[src/rtl/ulpb_pkg.sv]
`default_nettype none
// ==========================================================================
// ulpb_pkg : shared types and helpers for the ulpb TX/RX schedulers  (rev 1.0)
// ==========================================================================
package ulpb_pkg;

  localparam int ULPB_ADDR_WIDTH = 8;
  localparam int ULPB_DATA_WIDTH = 32;

  typedef enum logic [2:0] {
    IDLE   = 3'd0,
    LOAD0  = 3'd1,
    LOAD1  = 3'd2,
    REQ    = 3'd3,
    STREAM = 3'd4
  } tx_state_e;

  // Ceiling log2, never below 1 so single-bit indices stay legal.
  function automatic int clog2(input int value);
    int result;
    result = 1;
    for (int i = 1; i < 31; i++) begin
      if ((1 << i) < value) result = i + 1;
    end
    return result;
  endfunction

endpackage
`default_nettype wire

[src/rtl/ulpb_rr_arbiter.sv]
`default_nettype none
// ==========================================================================
// ulpb_rr_arbiter : combinational round-robin pick starting at ptr  (rev 1.0)
// ==========================================================================
module ulpb_rr_arbiter
  import ulpb_pkg::*;
#(
  parameter int N_REQ = 3,
  parameter int IDX_W = clog2(N_REQ)
) (
  input  logic [N_REQ-1:0] req,
  input  logic [IDX_W-1:0] ptr,
  output logic [IDX_W-1:0] grant,
  output logic             valid
);

  logic [N_REQ-1:0] w_rot;
  logic [IDX_W-1:0] w_off;

  // Rotate so the pointer position lands at bit 0; lowest set bit wins.
  assign w_rot = N_REQ'({req, req} >> ptr);

  always_comb begin
    valid = 1'b0;
    w_off = '0;
    for (int i = N_REQ - 1; i >= 0; i--) begin
      if (w_rot[i]) begin
        valid = 1'b1;
        w_off = IDX_W'(i);
      end
    end
  end

  assign grant = IDX_W'((int'(ptr) + int'(w_off)) % N_REQ);

endmodule
`default_nettype wire

[src/rtl/ulpb_tx_sched.sv]
`default_nettype none
// ==========================================================================
// ulpb_tx_sched : round-robin TX scheduler feeding one ulpb_node32 port  (rev 1.0)
// ==========================================================================
module ulpb_tx_sched
  import ulpb_pkg::*;
#(
  parameter int N_CLIENTS   = 3,
  parameter int ADDR_WIDTH  = ULPB_ADDR_WIDTH,
  parameter int DATA_WIDTH  = ULPB_DATA_WIDTH,
  parameter int ACK_TIMEOUT = 1024,
  localparam int GW = clog2(N_CLIENTS)
) (
  input  logic                            CLK,
  input  logic                            RESET,
  input  logic [N_CLIENTS-1:0]            CL_REQ,
  input  logic [N_CLIENTS*ADDR_WIDTH-1:0] CL_ADDR,
  input  logic [N_CLIENTS*DATA_WIDTH-1:0] CL_DATA,
  input  logic [N_CLIENTS-1:0]            CL_LAST,
  output logic [N_CLIENTS-1:0]            CL_WACK,
  output logic [N_CLIENTS-1:0]            CL_DONE,
  output logic [N_CLIENTS-1:0]            CL_FAIL,
  output logic [ADDR_WIDTH-1:0]           ADDR_IN,
  output logic [DATA_WIDTH-1:0]           DATA_IN0,
  output logic [DATA_WIDTH-1:0]           DATA_IN1,
  output logic                            PENDING,
  output logic                            REQ_TX,
  input  logic                            ACK_TX,
  input  logic                            WORD_INDICATOR,
  input  logic                            ACK_RECEIVED,
  input  logic                            TX_FAIL,
  output logic                            BUSY,
  output logic [GW-1:0]                   GRANT_ID
);

  localparam int TW = clog2(ACK_TIMEOUT);

  tx_state_e              state_q, state_d;
  logic [GW-1:0]          ptr_q, ptr_d;
  logic [GW-1:0]          grant_q, grant_d;
  logic [ADDR_WIDTH-1:0]  addr_q, addr_d;
  logic [DATA_WIDTH-1:0]  data0_q, data0_d;
  logic [DATA_WIDTH-1:0]  data1_q, data1_d;
  logic                   pending_q, pending_d;
  logic                   req_tx_q, req_tx_d;
  logic                   busy_q, busy_d;
  logic                   sel_q, sel_d;
  logic                   wi_ref_q, wi_ref_d;
  logic [TW-1:0]          tmo_cnt_q, tmo_cnt_d;
  logic [N_CLIENTS-1:0]   done_q, done_d;
  logic [N_CLIENTS-1:0]   fail_q, fail_d;

  logic [DATA_WIDTH-1:0]  w_cl_data [N_CLIENTS];
  logic [ADDR_WIDTH-1:0]  w_cl_addr [N_CLIENTS];
  logic [N_CLIENTS-1:0]   w_arb_req;
  logic [GW-1:0]          w_arb_grant;
  logic                   w_arb_valid;
  logic [N_CLIENTS-1:0]   w_wack;
  logic [DATA_WIDTH-1:0]  w_data_g;
  logic                   w_last_g;
  logic                   w_req_g;
  logic                   w_wi_edge;
  logic                   w_timeout;
  logic [GW-1:0]          w_ptr_next;

  for (genvar i = 0; i < N_CLIENTS; i++) begin : g_unpack
    assign w_cl_data[i] = CL_DATA[i*DATA_WIDTH +: DATA_WIDTH];
    assign w_cl_addr[i] = CL_ADDR[i*ADDR_WIDTH +: ADDR_WIDTH];
  end

  // A client finishing this cycle still shows CL_REQ; keep it out of the next pick.
  assign w_arb_req = CL_REQ & ~(done_q | fail_q);

  ulpb_rr_arbiter #(
    .N_REQ (N_CLIENTS),
    .IDX_W (GW)
  ) u_arb (
    .req   (w_arb_req),
    .ptr   (ptr_q),
    .grant (w_arb_grant),
    .valid (w_arb_valid)
  );

  assign w_data_g   = w_cl_data[grant_q];
  assign w_last_g   = CL_LAST[grant_q];
  assign w_req_g    = CL_REQ[grant_q];
  assign w_wi_edge  = WORD_INDICATOR ^ wi_ref_q;
  assign w_timeout  = (tmo_cnt_q == TW'(ACK_TIMEOUT - 1));
  assign w_ptr_next = (grant_q == GW'(N_CLIENTS - 1)) ? '0 : grant_q + GW'(1);

  always_ff @(posedge CLK or negedge RESET) begin
    if (!RESET) begin
      state_q   <= IDLE;
      ptr_q     <= '0;
      grant_q   <= '0;
      addr_q    <= '0;
      data0_q   <= '0;
      data1_q   <= '0;
      pending_q <= 1'b0;
      req_tx_q  <= 1'b0;
      busy_q    <= 1'b0;
      sel_q     <= 1'b0;
      wi_ref_q  <= 1'b0;
      tmo_cnt_q <= '0;
      done_q    <= '0;
      fail_q    <= '0;
    end else begin
      state_q   <= state_d;
      ptr_q     <= ptr_d;
      grant_q   <= grant_d;
      addr_q    <= addr_d;
      data0_q   <= data0_d;
      data1_q   <= data1_d;
      pending_q <= pending_d;
      req_tx_q  <= req_tx_d;
      busy_q    <= busy_d;
      sel_q     <= sel_d;
      wi_ref_q  <= wi_ref_d;
      tmo_cnt_q <= tmo_cnt_d;
      done_q    <= done_d;
      fail_q    <= fail_d;
    end
  end

  always_comb begin
    state_d = state_q;
    unique case (state_q)
      IDLE:    if (w_arb_valid) state_d = LOAD0;
      LOAD0:   state_d = w_last_g ? REQ : LOAD1;
      LOAD1:   state_d = REQ;
      REQ: begin
        if (ACK_TX)         state_d = STREAM;
        else if (w_timeout) state_d = IDLE;
      end
      STREAM:  if (ACK_RECEIVED || TX_FAIL) state_d = IDLE;
      default: state_d = IDLE;
    endcase
  end

  always_comb begin
    ptr_d     = ptr_q;
    grant_d   = grant_q;
    addr_d    = addr_q;
    data0_d   = data0_q;
    data1_d   = data1_q;
    pending_d = pending_q;
    req_tx_d  = req_tx_q;
    busy_d    = busy_q;
    sel_d     = sel_q;
    wi_ref_d  = wi_ref_q;
    tmo_cnt_d = tmo_cnt_q;
    done_d    = '0;
    fail_d    = '0;
    w_wack    = '0;
    unique case (state_q)
      IDLE: begin
        if (w_arb_valid) begin
          grant_d   = w_arb_grant;
          addr_d    = w_cl_addr[w_arb_grant];
          busy_d    = 1'b1;
          pending_d = 1'b0;
        end
      end
      LOAD0: begin
        data0_d          = w_data_g;
        w_wack[grant_q]  = 1'b1;
        if (w_last_g) begin
          pending_d = 1'b0;
          req_tx_d  = 1'b1;
          tmo_cnt_d = '0;
        end
      end
      LOAD1: begin
        data1_d          = w_data_g;
        w_wack[grant_q]  = 1'b1;
        pending_d        = ~w_last_g;
        req_tx_d         = 1'b1;
        tmo_cnt_d        = '0;
      end
      REQ: begin
        if (ACK_TX) begin
          req_tx_d  = 1'b0;
          wi_ref_d  = WORD_INDICATOR;
          sel_d     = 1'b0;
          tmo_cnt_d = '0;
        end else if (w_timeout) begin
          req_tx_d        = 1'b0;
          fail_d[grant_q] = 1'b1;
          busy_d          = 1'b0;
          pending_d       = 1'b0;
          ptr_d           = w_ptr_next;
          tmo_cnt_d       = '0;
        end else begin
          tmo_cnt_d = tmo_cnt_q + TW'(1);
        end
      end
      STREAM: begin
        if (ACK_RECEIVED || TX_FAIL) begin
          // TX_FAIL takes precedence when both arrive together.
          if (TX_FAIL) fail_d[grant_q] = 1'b1;
          else         done_d[grant_q] = 1'b1;
          busy_d    = 1'b0;
          pending_d = 1'b0;
          ptr_d     = w_ptr_next;
        end else if (w_wi_edge) begin
          wi_ref_d = WORD_INDICATOR;
          sel_d    = ~sel_q;
          if (pending_q) begin
            if (w_req_g) begin
              if (sel_q) data1_d = w_data_g;
              else       data0_d = w_data_g;
              w_wack[grant_q] = 1'b1;
              pending_d       = ~w_last_g;
            end else begin
              pending_d = 1'b0;
            end
          end
        end
      end
      default: ;
    endcase
  end

  assign CL_WACK  = w_wack;
  assign CL_DONE  = done_q;
  assign CL_FAIL  = fail_q;
  assign ADDR_IN  = addr_q;
  assign DATA_IN0 = data0_q;
  assign DATA_IN1 = data1_q;
  assign PENDING  = pending_q;
  assign REQ_TX   = req_tx_q;
  assign BUSY     = busy_q;
  assign GRANT_ID = grant_q;

endmodule
`default_nettype wire

[config.mk]
export PLATFORM = sky130hd
export DESIGN_NAME = ulpb_tx_sched
export DESIGN_NICKNAME = d
export VERILOG_FILES = /design/src/rtl/ulpb_pkg.sv /design/src/rtl/ulpb_rr_arbiter.sv /design/src/rtl/ulpb_tx_sched.sv
export SDC_FILE = /design/constraint.sdc
export NUM_CORES = 1
export LEC_CHECK = 0
export ABC_CLOCK_PERIOD_IN_PS = 3200
export CAP_MARGIN = 0
export CORE_ASPECT_RATIO = 1.2
export CORE_MARGIN = 2
export CORE_UTILIZATION = 41
export CTS_BUF_LIST = sky130_fd_sc_hd__clkbuf_4
export CTS_CLUSTER_DIAMETER = 120
export DETAILED_ROUTE_END_ITERATION = 12
export GPL_TIMING_DRIVEN = 0
export PLACE_DENSITY = 0.83
export RECOVER_POWER = 25
export SETUP_SLACK_MARGIN = 0.3
export SYNTH_ARGS = -nofsm -noshare
export SYNTH_HDL_FRONTEND = slang
export SYNTH_HIERARCHICAL = 1
export SYNTH_SLANG_ARGS = --single-unit
[constraint.sdc]
create_clock -name CLK -period 3.2 [get_ports CLK]
set_input_delay 0.64 -clock CLK [delete_from_list [all_inputs] [get_ports CLK]]
set_output_delay 0.64 -clock CLK [all_outputs]
set_load 0.02 [all_outputs]
Yosys cells after proc, flatten, opt, wreduce, memory -nomap -nowiden:

Index checks and enable logic that the tools add are counted.

* $add $sub $neg: 3
* divide/modulo/power cells: 1
* magnitude comparators: 4
* eq/ne operators: 20
* shift operators: 1
* multiplexer cells: 81
* bitwise gates (word level): 8
* reduce and logical (&&, ||, !) cells: 20

Operators with widths (number)
* 32-bit two-way mux: 12
* 32-bit one-hot mux with 2 select lines: 2
* 32-bit binary-select mux with 2-bit select: 1
* 3-bit two-way mux: 15
* 32-bit by 3-bit remainder unit with 32-bit output, second input constant: 1
* 10-bit two-way mux: 3
* 10-bit one-hot mux with 3 select lines: 1
* 1-bit two-way mux: 25
* 2-bit inequality test, second input constant: 11
* 6-bit AND reduction: 3
* 8-bit binary-select mux with 2-bit select: 1
* 8-bit two-way mux: 2
* 3-bit one-hot mux with 5 select lines: 1
* 2-bit two-way mux: 7
* 3-bit one-hot mux with 2 select lines: 2
* 10-bit by 1-bit adder with 10-bit output, second input constant: 1
* 10-bit == test, second input constant: 1
* 4-bit AND reduction: 2
* 3-bit by 2-bit == test with 1-bit output, second input constant: 2
* 3-bit >= comparator, second input constant: 2
* 3-bit inequality test, second input constant: 2
* 2-bit inverter with 3-bit output: 2
* 1-bit one-hot mux with 3 select lines: 2
* 3-bit AND reduction: 2
* other kinds (28): 35

* bits in registers: 100
* input bits: 132
* output and inout bits: 86

Depth between registers and ports, before layout:

* word-level depth: 13
* gate-level depth with buffers: 17

By module:

Netlist, hierarchy kept.

Modules (own cells, without submodules)
* ulpb_tx_sched: instances 1, cells an instance 460, area an instance 5178.7 µm², sequential area each 2502.4 µm²
* ulpb_rr_arbiter: instances 1, cells an instance 26, area an instance 188.9 µm², sequential area each 0.0 µm²

Worst setup path after synthesis:

Ideal clock, no wire load.

* path kind: input -> register
* start: input CL_REQ[1]
* end: register addr_q[0], in the netlist ADDR_IN[0]
* library setup time: 77 ps
* data arrival time: 3612 ps
* data required time: 3123 ps
* slack: -489 ps
* stages on the path: 14
* path buffers: 2
* path through: nor3b_1 or3b_2 nand2_1 a31oi_1 fa_1 nor2_1 ha_1 a21oi_1 xnor2_1 buf_1 nor2b_1 buf_1 a21oi_1 a21oi_1

* word-level cells in the longest chain between the ends: 11

RTL lines
* from (decl): line ulpb_tx_sched.sv:16 `input logic [N_CLIENTS-1:0] CL_REQ,`
* 3-bit bitwise AND *: line ulpb_tx_sched.sv:72 `assign w_arb_req = CL_REQ & ~(done_q | fail_q);`
* 6-bit by 2-bit right shift with 3-bit output *: line ulpb_rr_arbiter.sv:21 `assign w_rot = N_REQ'({req, req} >> ptr);`
* 2-bit two-way mux (2 in a row): line ulpb_rr_arbiter.sv:27 `if (w_rot[i]) begin`
* 2-bit two-way mux *: line ulpb_rr_arbiter.sv:27
* 2-bit by 2-bit adder with 3-bit output *: line ulpb_rr_arbiter.sv:34 `assign grant = IDX_W'((int'(ptr) + int'(w_off)) % N_REQ);`
* 32-bit by 3-bit remainder unit with 32-bit output *: line ulpb_rr_arbiter.sv:34
* via w_arb_grant[0]: line ulpb_tx_sched.sv:56 `logic [GW-1:0] w_arb_grant;`
* 2-bit inverter with 3-bit output (not written as such) *: line ulpb_tx_sched.sv:159 `addr_d = w_cl_addr[w_arb_grant];`
* 8-bit binary-select mux with 2-bit select *: line ulpb_tx_sched.sv:159
* 8-bit two-way mux (not written as such) * (2 in a row): line ulpb_tx_sched.sv:159
* to (signal assigned): line ulpb_tx_sched.sv:111 `addr_q <= addr_d;`
* to (decl): line ulpb_tx_sched.sv:41 `logic [ADDR_WIDTH-1:0] addr_q, addr_d;`

The timed path passes the listed nets; every way through them passes the cells marked *. The select of a mux whose other input is x is not followed.
A chain may end at the register's enable or synchronous reset.

Worst setup path after layout:

* start: input CL_REQ[1]
* end: register addr_q[7], in the netlist ADDR_IN[7]

* word-level cells in the longest chain between the ends: 11

RTL lines
* 3-bit bitwise AND *: line ulpb_tx_sched.sv:72
* via w_arb_req[1]: line ulpb_tx_sched.sv:55 `logic [N_CLIENTS-1:0] w_arb_req;`
* 6-bit by 2-bit right shift with 3-bit output *: line ulpb_rr_arbiter.sv:21
* 2-bit two-way mux (2 in a row): line ulpb_rr_arbiter.sv:27
* 2-bit two-way mux *: line ulpb_rr_arbiter.sv:27
* 2-bit by 2-bit adder with 3-bit output *: line ulpb_rr_arbiter.sv:34
* 32-bit by 3-bit remainder unit with 32-bit output *: line ulpb_rr_arbiter.sv:34
* via w_arb_grant[0]: line ulpb_tx_sched.sv:56
* 2-bit inverter with 3-bit output (not written as such) *: line ulpb_tx_sched.sv:159
* 8-bit binary-select mux with 2-bit select *: line ulpb_tx_sched.sv:159
* 8-bit two-way mux (not written as such) * (2 in a row): line ulpb_tx_sched.sv:159

Marked as above.

==> flow_results.xml <==
<?xml version="1.0" encoding="UTF-8"?>
<metrics>
  <group name="yosys">
    <metric name="synth_flop_cell" unit="">dfrtp_1</metric>
    <metric name="syn-mean-instance-area" unit="um2">11.0</metric>
    <metric name="postSynthCellCount" unit="">486</metric>
    <metric name="synth.net_count" unit="">622</metric>
    <metric name="synth_largest_area_cell" unit="">dfrtp_1</metric>
    <metric name="async_flop_share" unit="%">100</metric>
    <metric name="synth-warning-count" unit="">6</metric>
    <metric name="ys_seq_elements" unit="">100</metric>
    <metric name="syn_area" unit="um2">5370</metric>
    <metric name="yosysMostFrequentCell" unit="">dfrtp_1</metric>
    <metric name="synthDominantCellAreaShare" unit="%">46.6</metric>
    <metric name="yosysUniqueCellTypes" unit="">58</metric>
    <metric name="synth-edff-count" unit="">0</metric>
    <metric name="synth_area_leaders" unit="">dfrtp_1 47%, mux2_4 8.4%, mux2i_1 8.0%</metric>
    <metric name="ys_seq_area_share" unit="%">46.6</metric>
    <metric name="synth.top_cells.by_count" unit="">100 x dfrtp_1, 45 x nand2_1, 43 x mux2i_1</metric>
  </group>
  <group name="setup_path">
    <metric name="criticalPathCategory" unit="">in -&gt; reg</metric>
    <metric name="cp_required" unit="ns">3.55</metric>
    <metric name="setup.worst_path.start_class" unit="">input pin</metric>
    <metric name="r2r.worst_path.cells" unit="">17</metric>
    <metric name="critical_path.max_fanout" unit="">8</metric>
    <metric name="timing.critical_path.to_type" unit="">flip-flop</metric>
    <metric name="arrival" unit="ns">3.74</metric>
  </group>
  <group name="layout">
    <metric name="fillers" unit="">1035</metric>
    <metric name="postLayoutCellArea" unit="um2">8250</metric>
    <metric name="nets" unit="">872</metric>
    <metric name="final-seq-area" unit="um2">2500</metric>
    <metric name="final_util" unit="%">64.9</metric>
    <metric name="n_antenna_cell" unit="">0</metric>
    <metric name="multi_input_comb_area" unit="um2">2790</metric>
    <metric name="layout-drive-gt1-share" unit="%">20.6</metric>
    <metric name="synthToLayoutAreaGrowth" unit="%">53.8</metric>
  </group>
  <group name="power">
    <metric name="p_seq_share" unit="%">24.4</metric>
    <metric name="power.share.clock" unit="%">9.1</metric>
    <metric name="maximum_ir_drop_on_the_vdd_rail" unit="uV">628</metric>
    <metric name="total_power" unit="mW">9.03</metric>
    <metric name="power.density_cell_area" unit="nW/um2">1090</metric>
    <metric name="power.switching" unit="mW">3.74</metric>
    <metric name="power.static_leakage" unit="nW">3.47</metric>
    <metric name="comb_power_share" unit="%">66.5</metric>
    <metric name="switching_share" unit="%">41.4</metric>
    <metric name="internal_power" unit="mW">5.29</metric>
  </group>
  <group name="place">
    <metric name="place.detailed.hpwl" unit="um">12200</metric>
    <metric name="port_buffers" unit="">217</metric>
    <metric name="gp_congestion" unit="">0.835</metric>
    <metric name="dpl_cell_area" unit="um2">7850</metric>
    <metric name="setup_slack_at_placement" unit="ns">-0.899</metric>
  </group>
  <group name="sta">
    <metric name="max-slew-margin-rel" unit="%">6.57</metric>
    <metric name="setup_viol" unit="">8</metric>
    <metric name="timing.hold.ws" unit="ns">0.465</metric>
    <metric name="max_freq" unit="MHz">295</metric>
    <metric name="worst-slew-pin-transition" unit="ns">1.40</metric>
    <metric name="count_of_endpoints_failing_hold_in_the_final_timing_report" unit="">0</metric>
    <metric name="timing.final.crit_period" unit="ns">3.39</metric>
    <metric name="rsz0062_at_grt" unit="">true</metric>
    <metric name="skew" unit="ns">0.0232</metric>
    <metric name="minimum_setup_slack_in_the_final_design" unit="ns">-0.189</metric>
    <metric name="timing_max_transition_violations_final" unit="">0</metric>
    <metric name="final.period_utilization" unit="%">106</metric>
  </group>
  <group name="clock_network">
    <metric name="worst_setup_hold_path_clk_slew" unit="ns">0.16</metric>
    <metric name="clock_tree.root_cell" unit="">clkbuf_4</metric>
    <metric name="tritoncts" unit="">yes</metric>
    <metric name="cts_num_sinks" unit="">100</metric>
    <metric name="clock_path_buffers" unit="">2</metric>
    <metric name="clock_latency" unit="ns">0.46</metric>
    <metric name="cts-buffers-inserted" unit="">9</metric>
    <metric name="h-tree-depth" unit="">3</metric>
  </group>
  <group name="job">
    <metric name="cap_viol_max_count" unit="">0</metric>
  </group>
  <group name="route">
    <metric name="routed_wl" unit="um">16300</metric>
    <metric name="wl_per_cell" unit="um">18.1</metric>
    <metric name="avg_vias_per_cell" unit="">5.25</metric>
    <metric name="dr.first_iter.drc_count" unit="">255</metric>
    <metric name="drc_errors" unit="">0</metric>
    <metric name="first_pass_iters" unit="">4</metric>
    <metric name="route.vias.total" unit="">4750</metric>
    <metric name="ant_nets" unit="">0</metric>
  </group>
  <group name="die">
    <metric name="io_pins" unit="">218</metric>
    <metric name="rows" unit="">45</metric>
    <metric name="die_width" unit="um">108</metric>
    <metric name="dieArea" unit="um2">14000</metric>
    <metric name="floorplan.die.height" unit="um">129</metric>
    <metric name="coreArea" unit="um2">12700</metric>
    <metric name="initial_core_util" unit="%">42.2</metric>
  </group>
  <group name="global_routing">
    <metric name="grt_use_met1" unit="%">25.5</metric>
    <metric name="grt_first_pass_wirelength" unit="um">25200</metric>
    <metric name="via_count_of_the_first_global_routing_pass" unit="">5038</metric>
    <metric name="grt_most_used_layer" unit="">met2</metric>
    <metric name="grt_antenna_before_repair" unit="">0</metric>
    <metric name="grt_use_met2" unit="%">43.1</metric>
    <metric name="overflow" unit="">0</metric>
    <metric name="groute.usage.overall" unit="%">23.2</metric>
    <metric name="met3_track_utilization_from_global_routing" unit="%">4.53</metric>
    <metric name="grt_max_degree" unit="">76</metric>
  </group>
  <group name="outcome">
    <metric name="failing_checks" unit="">negative setup slack</metric>
    <metric name="run_status" unit="">complete, but fails checks</metric>
  </group>
  <group name="min_path">
    <metric name="worst_hold_path_type" unit="">in -&gt; async</metric>
  </group>
</metrics>
[worst max-delay path, stage by stage]
cell and delay, ns:
dlygate4sd2_1 0.25, nor3b_4 0.17, buf_4 0.14, or4b_4 0.51, o32ai_2 0.16, a31oi_2 0.08, fa_2 0.59, nor2_4 0.05
ha_4 0.17, a21oi_4 0.17, xnor2_1 0.09, buf_4 0.13, nor2b_1 0.12, buf_4 0.16, buf_4 0.14, a21oi_2 0.11
a21oi_1 0.07
[flip-flops by register name (all words and copies together) (netlist names)]
name,flops
ptr_q,2
DATA_IN1,32
PENDING,1
wi_ref_q,1
tmo_cnt_q,10
state_q,3
ADDR_IN,8
sel_q,1
GRANT_ID,2
REQ_TX,1
BUSY,1
DATA_IN0,32
CL_FAIL,3
CL_DONE,3
[repair_timing]
action | CTS | global route
resized for setup | 32 | 13
endpoints found under the setup margin | 13 | 12
pin swaps | 9 | 8
endpoints found under the hold margin | 0 | 0
buffers inserted | 15 | 5
cloned | 1 | 0
hold buffers | 0 | 0
[per-stage QoR]
step	setup TNS, ns	instances
CTS	-0.710	900
detailed placement	-8.36	868
finish	-1.15	905
floorplan	-0.00135	486
global placement	-216.29	867
global route	-2.32	905
[cells in the final DEF, fill, tap and decap left out, types with 2 or more instances in the layout]
cell type / count
a21oi_1: 19
a21oi_2: 5
a31oi_1: 5
a41oi_1: 2
buf_2: 8
buf_4: 22
buf_6: 8
buf_8: 2
bufinv_16: 3
clkbuf_1: 10
clkbuf_2: 2
clkbuf_4: 10
clkdlybuf4s50_1: 210
clkinv_2: 3
dfrtp_1: 100
dlygate4sd2_1: 3
ha_1: 2
inv_1: 9
inv_2: 3
mux2_1: 8
mux2_2: 30
mux2_4: 31
mux2i_1: 43
nand2_1: 45
nand2b_1: 5
nand3_1: 8
nand3b_1: 7
nor2_1: 31
nor2_4: 2
nor2b_1: 5
nor3_1: 6
nor3b_4: 4
o21a_1: 3
o21ai_0: 42
o311ai_1: 2
o31ai_1: 2
or3b_2: 2
or4_1: 2
xnor2_1: 4
[cells by family after synthesis]
kind of cell    share of synthesized area, %
mux                                     24.6
flops                                   46.6
simple gates                            12.3
xor+xnor                               0.653
buf+inv                                 3.92
compound gates                          10.9
fa+ha+maj                               1.07
[area by class of cell]
cell class / count / area share, %
inverters: 13 / 0.622
clock inverters: 7 / 1.38
plain buffers: 28 / 2.26
well taps: 164 / 2.49
repair buffers: 239 / 28.3
clock buffers: 9 / 0.819
multi-input cells: 345 / 33.8
flip-flops and latches: 100 / 30.3
[worst paths after layout]
kind,slack [ns],endpoint,from
worst min-delay path,0.46,ADDR_IN[1]$_DFFE_PN0P_,RESET
worst max register to register,-0.16,ADDR_IN[7]$_DFFE_PN0P_,CL_FAIL[0]$_DFF_PN0_
max in group asynchronous,0.90,state_q[0]$_DFFE_PN0P_,RESET
worst max-delay path,-0.19,ADDR_IN[7]$_DFFE_PN0P_,CL_REQ[1]
min in group CLK,0.51,DATA_IN1[16]$_DFFE_PN0P_,DATA_IN1[16]$_DFFE_PN0P_
worst min register to register,0.51,DATA_IN1[16]$_DFFE_PN0P_,DATA_IN1[16]$_DFFE_PN0P_
[power groups by stage]
stage	combinational, mW	clock, mW	sequential, mW
2_1_floorplan	2.90	0	2.77
3_3_place_gp	5.30	0	2.19
3_5_place_dp	5.47	0	2.22
4_1_cts	5.88	0.845	2.20
5_1_grt	6.44	0.886	2.27
6_report	6.01	0.820	2.20
[routing by layer]
| metal | vias to the layer above | part of all wire, % |
|---|---|---|
| li1 | 2230 | - |
| met1 | 2297 | 37 |
| met2 | 184 | 53 |
| met3 | 39 | 6.6 |
| met4 | 0 | 3.0 |
| met5 | - | 0 |
Power figures use the tool's default switching activity.
